<file path="src/rtl/short_pair_mac_pkg.sv">
// Shared types and widths for the short-pair multiply/accumulate read master.
// Holds the FSM state encoding and the short-to-product sign extension helper.
package short_pair_mac_pkg;

    localparam int SHORT_W = 16;
    localparam int PROD_W  = 32;

    typedef enum logic [2:0] {
        ST_IDLE      = 3'd0,
        ST_ISSUE     = 3'd1,
        ST_WAIT_DATA = 3'd2,
        ST_DRAIN     = 3'd3,
        ST_DONE      = 3'd4
    } state_t;

    function automatic logic signed [PROD_W-1:0] sextShort(input logic [SHORT_W-1:0] v);
        return {{(PROD_W-SHORT_W){v[SHORT_W-1]}}, v};
    endfunction

endpackage

</file>
<file path="src/rtl/short_pair_mac_mul_acc.sv">
// Two-stage signed multiply/accumulate: stage 1 registers a*b, stage 2 adds it
// into a wide accumulator. Busy while either stage holds a valid term.
module short_mul_acc
    import short_pair_mac_pkg::*;
#(
    parameter int ACC_WIDTH = 40
) (
    input  logic                 clk,
    input  logic                 reset_n,
    input  logic                 i_valid,
    input  logic                 i_clr,
    input  logic [SHORT_W-1:0]   i_a,
    input  logic [SHORT_W-1:0]   i_b,
    output logic                 o_busy,
    output logic [ACC_WIDTH-1:0] o_acc
);

    logic signed [PROD_W-1:0]    w_a;
    logic signed [PROD_W-1:0]    w_b;
    logic signed [PROD_W-1:0]    w_prod;
    logic signed [ACC_WIDTH-1:0] w_prodExt;

    logic signed [PROD_W-1:0]    r_prod;
    logic                        r_s1Valid;
    logic                        r_s2Valid;
    logic signed [ACC_WIDTH-1:0] r_acc;

    assign w_a       = sextShort(i_a);
    assign w_b       = sextShort(i_b);
    assign w_prod    = w_a * w_b;
    assign w_prodExt = {{(ACC_WIDTH-PROD_W){r_prod[PROD_W-1]}}, r_prod};

    // Stage 2 valid only flags the cycle after an add, so busy covers the full drain.
    always_ff @(posedge clk or negedge reset_n) begin
        if (!reset_n) begin
            r_prod    <= '0;
            r_s1Valid <= 1'b0;
            r_s2Valid <= 1'b0;
            r_acc     <= '0;
        end else if (i_clr) begin
            r_s1Valid <= 1'b0;
            r_s2Valid <= 1'b0;
            r_acc     <= '0;
        end else begin
            r_s1Valid <= i_valid;
            r_s2Valid <= r_s1Valid;
            if (i_valid) begin
                r_prod <= w_prod;
            end
            if (r_s1Valid) begin
                r_acc <= r_acc + w_prodExt;
            end
        end
    end

    assign o_busy = r_s1Valid | r_s2Valid;
    assign o_acc  = r_acc;

endmodule

</file>
<file path="src/rtl/short_pair_mac.sv">
// Avalon-MM read master that fetches a block of words, one read outstanding,
// and accumulates the product of the two signed shorts packed in each word.
module short_pair_mac
    import short_pair_mac_pkg::*;
#(
    parameter int DATA_WIDTH = 32,
    parameter int ADDR_WIDTH = 24,
    parameter int CNT_WIDTH  = 5,
    parameter int ACC_WIDTH  = 40
) (
    input  logic                  clk,
    input  logic                  reset_n,
    input  logic                  start,
    input  logic [ADDR_WIDTH-1:0] base_addr,
    input  logic [CNT_WIDTH-1:0]  word_count,
    output logic                  busy,
    output logic                  done,
    output logic [ACC_WIDTH-1:0]  result,
    output logic [ADDR_WIDTH-1:0] m_address,
    output logic                  m_read,
    input  logic                  m_waitrequest,
    input  logic [DATA_WIDTH-1:0] m_readdata,
    input  logic                  m_readdatavalid
);

    state_t                r_state;
    logic [ADDR_WIDTH-1:0] r_addr;
    logic [CNT_WIDTH-1:0]  r_remaining;
    logic                  r_busy;
    logic                  r_done;
    logic                  r_read;
    logic [ACC_WIDTH-1:0]  r_result;

    logic                  w_capture;
    logic                  w_clr;
    logic                  w_macBusy;
    logic [ACC_WIDTH-1:0]  w_acc;

    // Read data is only meaningful in WAIT_DATA; the slave may hold valid high forever.
    assign w_capture = (r_state == ST_WAIT_DATA) && m_readdatavalid;
    assign w_clr     = (r_state == ST_IDLE) && start;

    short_mul_acc #(
        .ACC_WIDTH(ACC_WIDTH)
    ) u_mulAcc (
        .clk     (clk),
        .reset_n (reset_n),
        .i_valid (w_capture),
        .i_clr   (w_clr),
        .i_a     (m_readdata[SHORT_W-1:0]),
        .i_b     (m_readdata[2*SHORT_W-1:SHORT_W]),
        .o_busy  (w_macBusy),
        .o_acc   (w_acc)
    );

    always_ff @(posedge clk or negedge reset_n) begin
        if (!reset_n) begin
            r_state     <= ST_IDLE;
            r_addr      <= '0;
            r_remaining <= '0;
            r_busy      <= 1'b0;
            r_done      <= 1'b0;
            r_read      <= 1'b0;
            r_result    <= '0;
        end else begin
            case (r_state)
                ST_IDLE: begin
                    if (start) begin
                        r_busy      <= 1'b1;
                        r_addr      <= {base_addr[ADDR_WIDTH-1:2], 2'b00};
                        r_remaining <= word_count;
                        if (word_count != '0) begin
                            r_read  <= 1'b1;
                            r_state <= ST_ISSUE;
                        end else begin
                            r_result <= '0;
                            r_done   <= 1'b1;
                            r_state  <= ST_DONE;
                        end
                    end
                end
                ST_ISSUE: begin
                    if (!m_waitrequest) begin
                        r_read  <= 1'b0;
                        r_state <= ST_WAIT_DATA;
                    end
                end
                ST_WAIT_DATA: begin
                    if (m_readdatavalid) begin
                        r_addr      <= r_addr + ADDR_WIDTH'(4);
                        r_remaining <= r_remaining - CNT_WIDTH'(1);
                        if (r_remaining == CNT_WIDTH'(1)) begin
                            r_state <= ST_DRAIN;
                        end else begin
                            r_read  <= 1'b1;
                            r_state <= ST_ISSUE;
                        end
                    end
                end
                ST_DRAIN: begin
                    if (!w_macBusy) begin
                        r_done   <= 1'b1;
                        r_result <= w_acc;
                        r_state  <= ST_DONE;
                    end
                end
                ST_DONE: begin
                    r_done  <= 1'b0;
                    r_busy  <= 1'b0;
                    r_state <= ST_IDLE;
                end
                default: begin
                    r_state <= ST_IDLE;
                end
            endcase
        end
    end

    assign busy      = r_busy;
    assign done      = r_done;
    assign result    = r_result;
    assign m_address = r_addr;
    assign m_read    = r_read;

endmodule

</file>
<file path="config.mk">
export PLATFORM = sky130hd
export DESIGN_NAME = short_pair_mac
export DESIGN_NICKNAME = d
export VERILOG_FILES = /design/src/rtl/short_pair_mac_pkg.sv /design/src/rtl/short_pair_mac_mul_acc.sv /design/src/rtl/short_pair_mac.sv
export SDC_FILE = /design/constraint.sdc
export NUM_CORES = 1
export LEC_CHECK = 0
export CAP_MARGIN = 40
export CORE_ASPECT_RATIO = 0.5
export CORE_UTILIZATION = 35
export CTS_CLUSTER_DIAMETER = 50
export DETAILED_ROUTE_END_ITERATION = 16
export MAX_ROUTING_LAYER = met4
export PLACE_DENSITY = 0.58
export SYNTH_ARGS = -nofsm -noshare
export SYNTH_HDL_FRONTEND = slang
export SYNTH_SLANG_ARGS = --single-unit
</file>
<file path="constraint.sdc">
create_clock -name clk -period 3.3 [get_ports clk]
set_clock_uncertainty 0.1 [all_clocks]
set_input_delay 0.33 -clock clk [delete_from_list [all_inputs] [get_ports clk]]
set_output_delay 0.33 -clock clk [all_outputs]
set_load 0.01 [all_outputs]
</file>
=== Word level (Yosys, flattened, before mapping) ===
Index checks and enable logic that the tools add are counted.

* Bits in registers: 149
* Latch bits: 0
* Bits in writable memories: 0
* ROM bits: 0
* Bits of input ports: 66
* Output and inout port bits: 67
* Memories: 0

* Add/subtract/negate cells: 3
* Multiply operators: 1
* Div/mod/pow operators: 0
* $lt $le $gt $ge: 0
* Equality and inequality tests: 12
* Shift-type cells: 0
* Multiplexer cells: 33
* Bitwise logic cells: 2
* Reduce and logical (&&, ||, !) cells: 17

{| class="wikitable"
|+ Operators by type and width
! cell !! number
|-
| $mux W40 || 5
|-
| $pmux W40 S2 || 1
|-
| $mux W24 || 2
|-
| $pmux W24 S2 || 1
|-
| $add A40 B32 Y40 || 1
|-
| $mul A16 B16 Y32 || 1
|-
| $add A24 B3 Y24 const B || 1
|-
| $mux W3 || 5
|-
| $ne A2 B2 Y1 const B || 6
|-
| $pmux W3 S4 || 1
|-
| $reduce_and A4 Y1 || 3
|-
| $mux W1 || 11
|-
| $mux W5 || 2
|-
| $pmux W5 S2 || 1
|-
| $reduce_bool A2 Y1 || 4
|-
| $eq A3 B2 Y1 const B || 2
|-
| $pmux W1 S3 || 2
|-
| $reduce_and A6 Y1 || 1
|-
| $reduce_bool A3 Y1 || 2
|-
| $eq A5 B1 Y1 const B || 1
|-
| $reduce_bool A5 Y1 || 1
|-
| $sub A5 B1 Y5 const B || 1
|-
| $reduce_and A2 Y1 || 2
|-
| $eq A3 B1 Y1 const B || 1
|-
| 9 further kinds || 10
|}

=== Longest topological paths before layout ===
* Depth after elaboration: 4
* Depth in mapped cells: 24
* Depth with buffers taken out: 23

=== Hierarchy ===
Synthesis repeated with hierarchy kept, for this count alone.

* Cells, all modules: 1993
* Area total of the unflattened synthesis: 18226.2 um^2

{| class="wikitable"
|+ Modules (own cells, without submodules)
! module !! times used !! cells each !! area an instance (um^2)
|-
| short_mul_acc || 1 || 1656 || 14770.4
|-
| short_pair_mac || 1 || 337 || 3455.8
|}

=== Least setup slack after synthesis ===
OpenSTA, ideal clock, no wires.

* Kind: input port to flip-flop
* From: in m_readdata[23]
* To: reg u_mulAcc.r_prod[30]
* Arrival time: 5906 ps
* Slack: -2836 ps
* Stages on the path: 23
* Cell sequence: clkbuf_1 -> nand2_1 -> fa_1 -> inv_1 -> fa_1 -> inv_1 -> fa_1 -> inv_1 -> fa_1 -> fa_1 -> inv_1 -> fa_1 -> inv_1 -> ha_1 -> and4_1 -> and3_1 -> a21bo_1 -> a311oi_1 -> o31a_1 -> o41ai_1 -> o21ai_1 -> xnor2_1 -> o21ai_1

* Cells in the longest elaborated chain, start to end: 1

{| class="wikitable"
|+ RTL lines
! item !! RTL line !! RTL
|-
| start, declared || short_pair_mac.sv:22 || <nowiki>input logic [DATA_WIDTH-1:0] m_readdata,</nowiki>
|-
| $mul A16 B16 Y32 || short_pair_mac_mul_acc.sv:30 || <nowiki>assign w_prod = w_a * w_b;</nowiki>
|-
| end signal, assigned || short_pair_mac_mul_acc.sv:48 || <nowiki>r_prod <= w_prod;</nowiki>
|-
| end, declared || short_pair_mac_mul_acc.sv:23 || <nowiki>logic signed [PROD_W-1:0] r_prod;</nowiki>
|}

No other way between the ends.
A chain may end at the register's enable or synchronous reset.

=== Final worst setup path ===
* From: in m_readdata[3]
* To: reg u_mulAcc.r_prod[28]

Same word-level chain as after synthesis.

==> summary.txt <==
STA
  • RSZ-0062 raised after global routing: true
  • Worst-margin pin slew: roughly 800 ps
  • Relative slew margins: between 40% and 50%
  • Tcrit/Tclk final: 173%
  • Hold Fails Final Rpt: 0
  • Fmax: around 180 MHz
  • Crit path time final: about 5700 ps
  • Setup WS post-layout: -2400 ps
  • Max-slew violations: 0
  • Final Hold Slack: ~350 ps
  • Setup TNS: -47080 ps
  • Final Setup Violations: 26

CTS
  • CTS H-tree lvls: 4
  • Clock latency on the worst-skew pair: 430 ps
  • CTS Buf Count: 17
  • Clock-pin slew on the worst setup and hold paths: 80 ps
  • CTS tree: yes
  • Clock Tree Buf Depth: 2
  • Clk root buf: clkbuf_16
  • Num Clock Sinks: approximately 150

Detailed routing
  • WL/cell: 15.8 um
  • Vias per cell: between 4 and 5
  • Wirelength, routed: approximately 48000 um
  • Post-route ant nets: 0
  • Number of remaining DRC errors: 0
  • Via count: 14700
  • Detailed router's first-iteration violation count: 850
  • DR pass1 iterations: 5

Global routing
  • Vias in the first global route: roughly 15000
  • Global route overflow: 0
  • Pin count of the biggest net entering global routing: 82
  • Initial antenna violation count: 0
  • First-pass GRT wire length: between 70000 and 80000 um
  • Gr usage total: 19.4%

Layout
  • Most frequent cells in the layout: inv_1 (289), fa_1 (241), nand2_1 (218)
  • Antenna cells: 0
  • Share of cells above drive strength 1: between 20% and 30%
  • Most common cell after layout, fill and taps aside: inv_1
  • FILL cells: slightly below 5000
  • Fin util: between 40% and 50%
  • Synthesis-to-layout area growth: 31.7%
  • Net count, final: ~2800

Worst setup path
  • Most used cell, CP: fa_1
  • Peak fanout along the critical path: 3
  • Crit-path cells: buf_2, buf_4, and2_4, fa_1, fa_1, fa_1, fa_1, fa_1, inv_1, fa_1, inv_2, ha_4, and4_4, and3_4, a21bo_4, a311oi_2, o31a_1, o41ai_2, buf_4, xnor2_2, o21ai_1
  • CP arrival: slightly below 6000 ps
  • Crit path kind: in2reg
  • Worst path top cell family by delay: adder cells
  • Worst path max stage delay: about 570 ps
  • Buffers and inverters on the worst path: 5
  • Crit-path slowest cell: fa_1
  • WP data required: about 3500 ps
  • Worst setup EP type: flip-flop
  • Startpoint types: input pin

Synth
  • Sequential fraction of the synthesis area: roughly a fifth
  • Cells after synthesis: roughly 2000
  • Top_reg_cell synth: dfrtp_1
  • Ys Warns: 0
  • Asr flop ratio synth: between 90% and 100%
  • Syn Std Cell Area: between 15000 and 20000 um^2
  • Syn Area/Cell: between 9 and 10 um^2
  • EDFF count, synth: 0
  • Synth cell types: a little over 70
  • FF+latch count, synth: about 150

Die
  • # rows: just under 60
  • Area of the die: approximately 52000 um^2
  • Initial core utilization: 35.7%
  • Placeable Area: between 50000 and 60000 um^2
  • Die X: 323 um
  • I/O pins: roughly 130
  • Die height: ~160 um

Worst hold path
  • Tightest Hold Check Type: in2reg

Run
  • Number of max-cap violations: 0

Placement
  • Routability congestion estimate: roughly 0.88
  • DP Wirelength: between 30000 and 40000 um
  • PortBufs: 128
  • Dpl ws: -3330 ps

Outcome
  • Outcome: finished with violations
  • Failing checks: negative setup slack
state kept, by name (all words and copies together), names as in the netlist, 3 cells and up:
register	flops
r_remaining	5
m_address	22
r_state	3
u_mulAcc.r_prod	32
result	40
u_mulAcc.o_acc	40
logic make-up after synthesis:
| kind of cell | share of synthesized area [%] |
|---|---|
| AND/OR/NAND/NOR | 15.3 |
| AO/OA/AOI/OAI | 13.9 |
| multiplexers | 0.888 |
| flip-flops | 20.4 |
| other | 0.0208 |
| buffers and inverters | 8.62 |
| adder cells (fa/ha/maj) | 37.8 |
| XOR/XNOR | 3.11 |
worst paths after layout:
kind | startpoint | depth (start not counted) | slack (ps) | end
min in group asynchronous | reset_n | 2 | 420 | m_address[21]
min reg2reg | u_mulAcc.r_prod[21] | 2 | 390 | u_mulAcc.r_prod[21]
max reg2reg | u_mulAcc.r_prod[10] | 10 | 170 | u_mulAcc.o_acc[33]
max | m_readdata[3] | 21 | -2400 | u_mulAcc.r_prod[28]
max in group asynchronous | reset_n | 3 | 1790 | u_mulAcc.o_acc[38]
min | base_addr[2] | 3 | 350 | m_address[2]
layer usage:
metal	track usage (%)	up-vias	part of all wire [%]
met4	4.07	0	1.5
met5	-	-	0
met2	31.7	205	48
li1	-	7103	-
met3	2.01	36	2.7
met1	26.1	7334	48
what timing repair did:
action                     4_1_cts  5_1_grt
setup endpoints to repair       28       33
hold endpoints to repair        79        0
gates resized for setup        279      120
buffers inserted                54       24
hold buffers                     1        0
pin swaps                      117      103
gates cloned                     1        0
cells in the mapped netlist, drive strengths merged, types with 4 or more instances:
master  count  area [um^2]
xor2       28          245
o21ai      97          493
nor2      116          435
buf         7         41.3
nand4      12         75.1
nand2b     13         81.3
o31a        4         35.0
o22ai       9         56.3
o211ai      9         67.6
nand3      26          130
mux2i      16          160
nor3       15         75.1
a22o       40          350
a21oi     122          611
inv       326         1220
o31ai       9         67.6
nor4        4         25.0
o21bai      7         52.6
o41ai       5         58.8
nand2     231          867
and2      127          795
ha        124         1550
xnor2      36          315
a21o       23          173
and4        4         35.0
clkbuf     76          285
nor2b       8         50.1
a31oi      16          115
fa        263         5270
a211oi     13         97.6
dfrtp     147         3680
and3       10         62.6
worst register-to-register path: cells and delay by family, from the launching register on:
kind                     cells  cell delay (ps)
adder cells (fa/ha/maj)      1              400
flip-flops                   1              400
AO/OA/AOI/OAI                8             1970
AND/OR/NAND/NOR              1              150
through the flow:
step	instances	cell area, um^2
after floorplan	1996	18400
after global placement	2934	21800
after detailed placement	2934	21800
after CTS	3020	23200
after global routing	3028	23700
final	3028	23700
cell type report:
| cell class | count | area [um^2] | area share (%) |
|---|---|---|---|
| sequential | 147 | 3680 | 15.5 |
| timing repair buffer | 393 | 3600 | 15.2 |
| clock inverter | 14 | 160 | 0.675 |
| tap | 690 | 863 | 3.64 |
| multi-input combinational | 1439 | 13800 | 58.0 |
| clock buffer | 18 | 439 | 1.85 |
| inverter | 327 | 1230 | 5.20 |
Power is left out: the tool's default activity adds up to more than one toggle a clock period on the data nets, which glitch-free logic cannot reach.
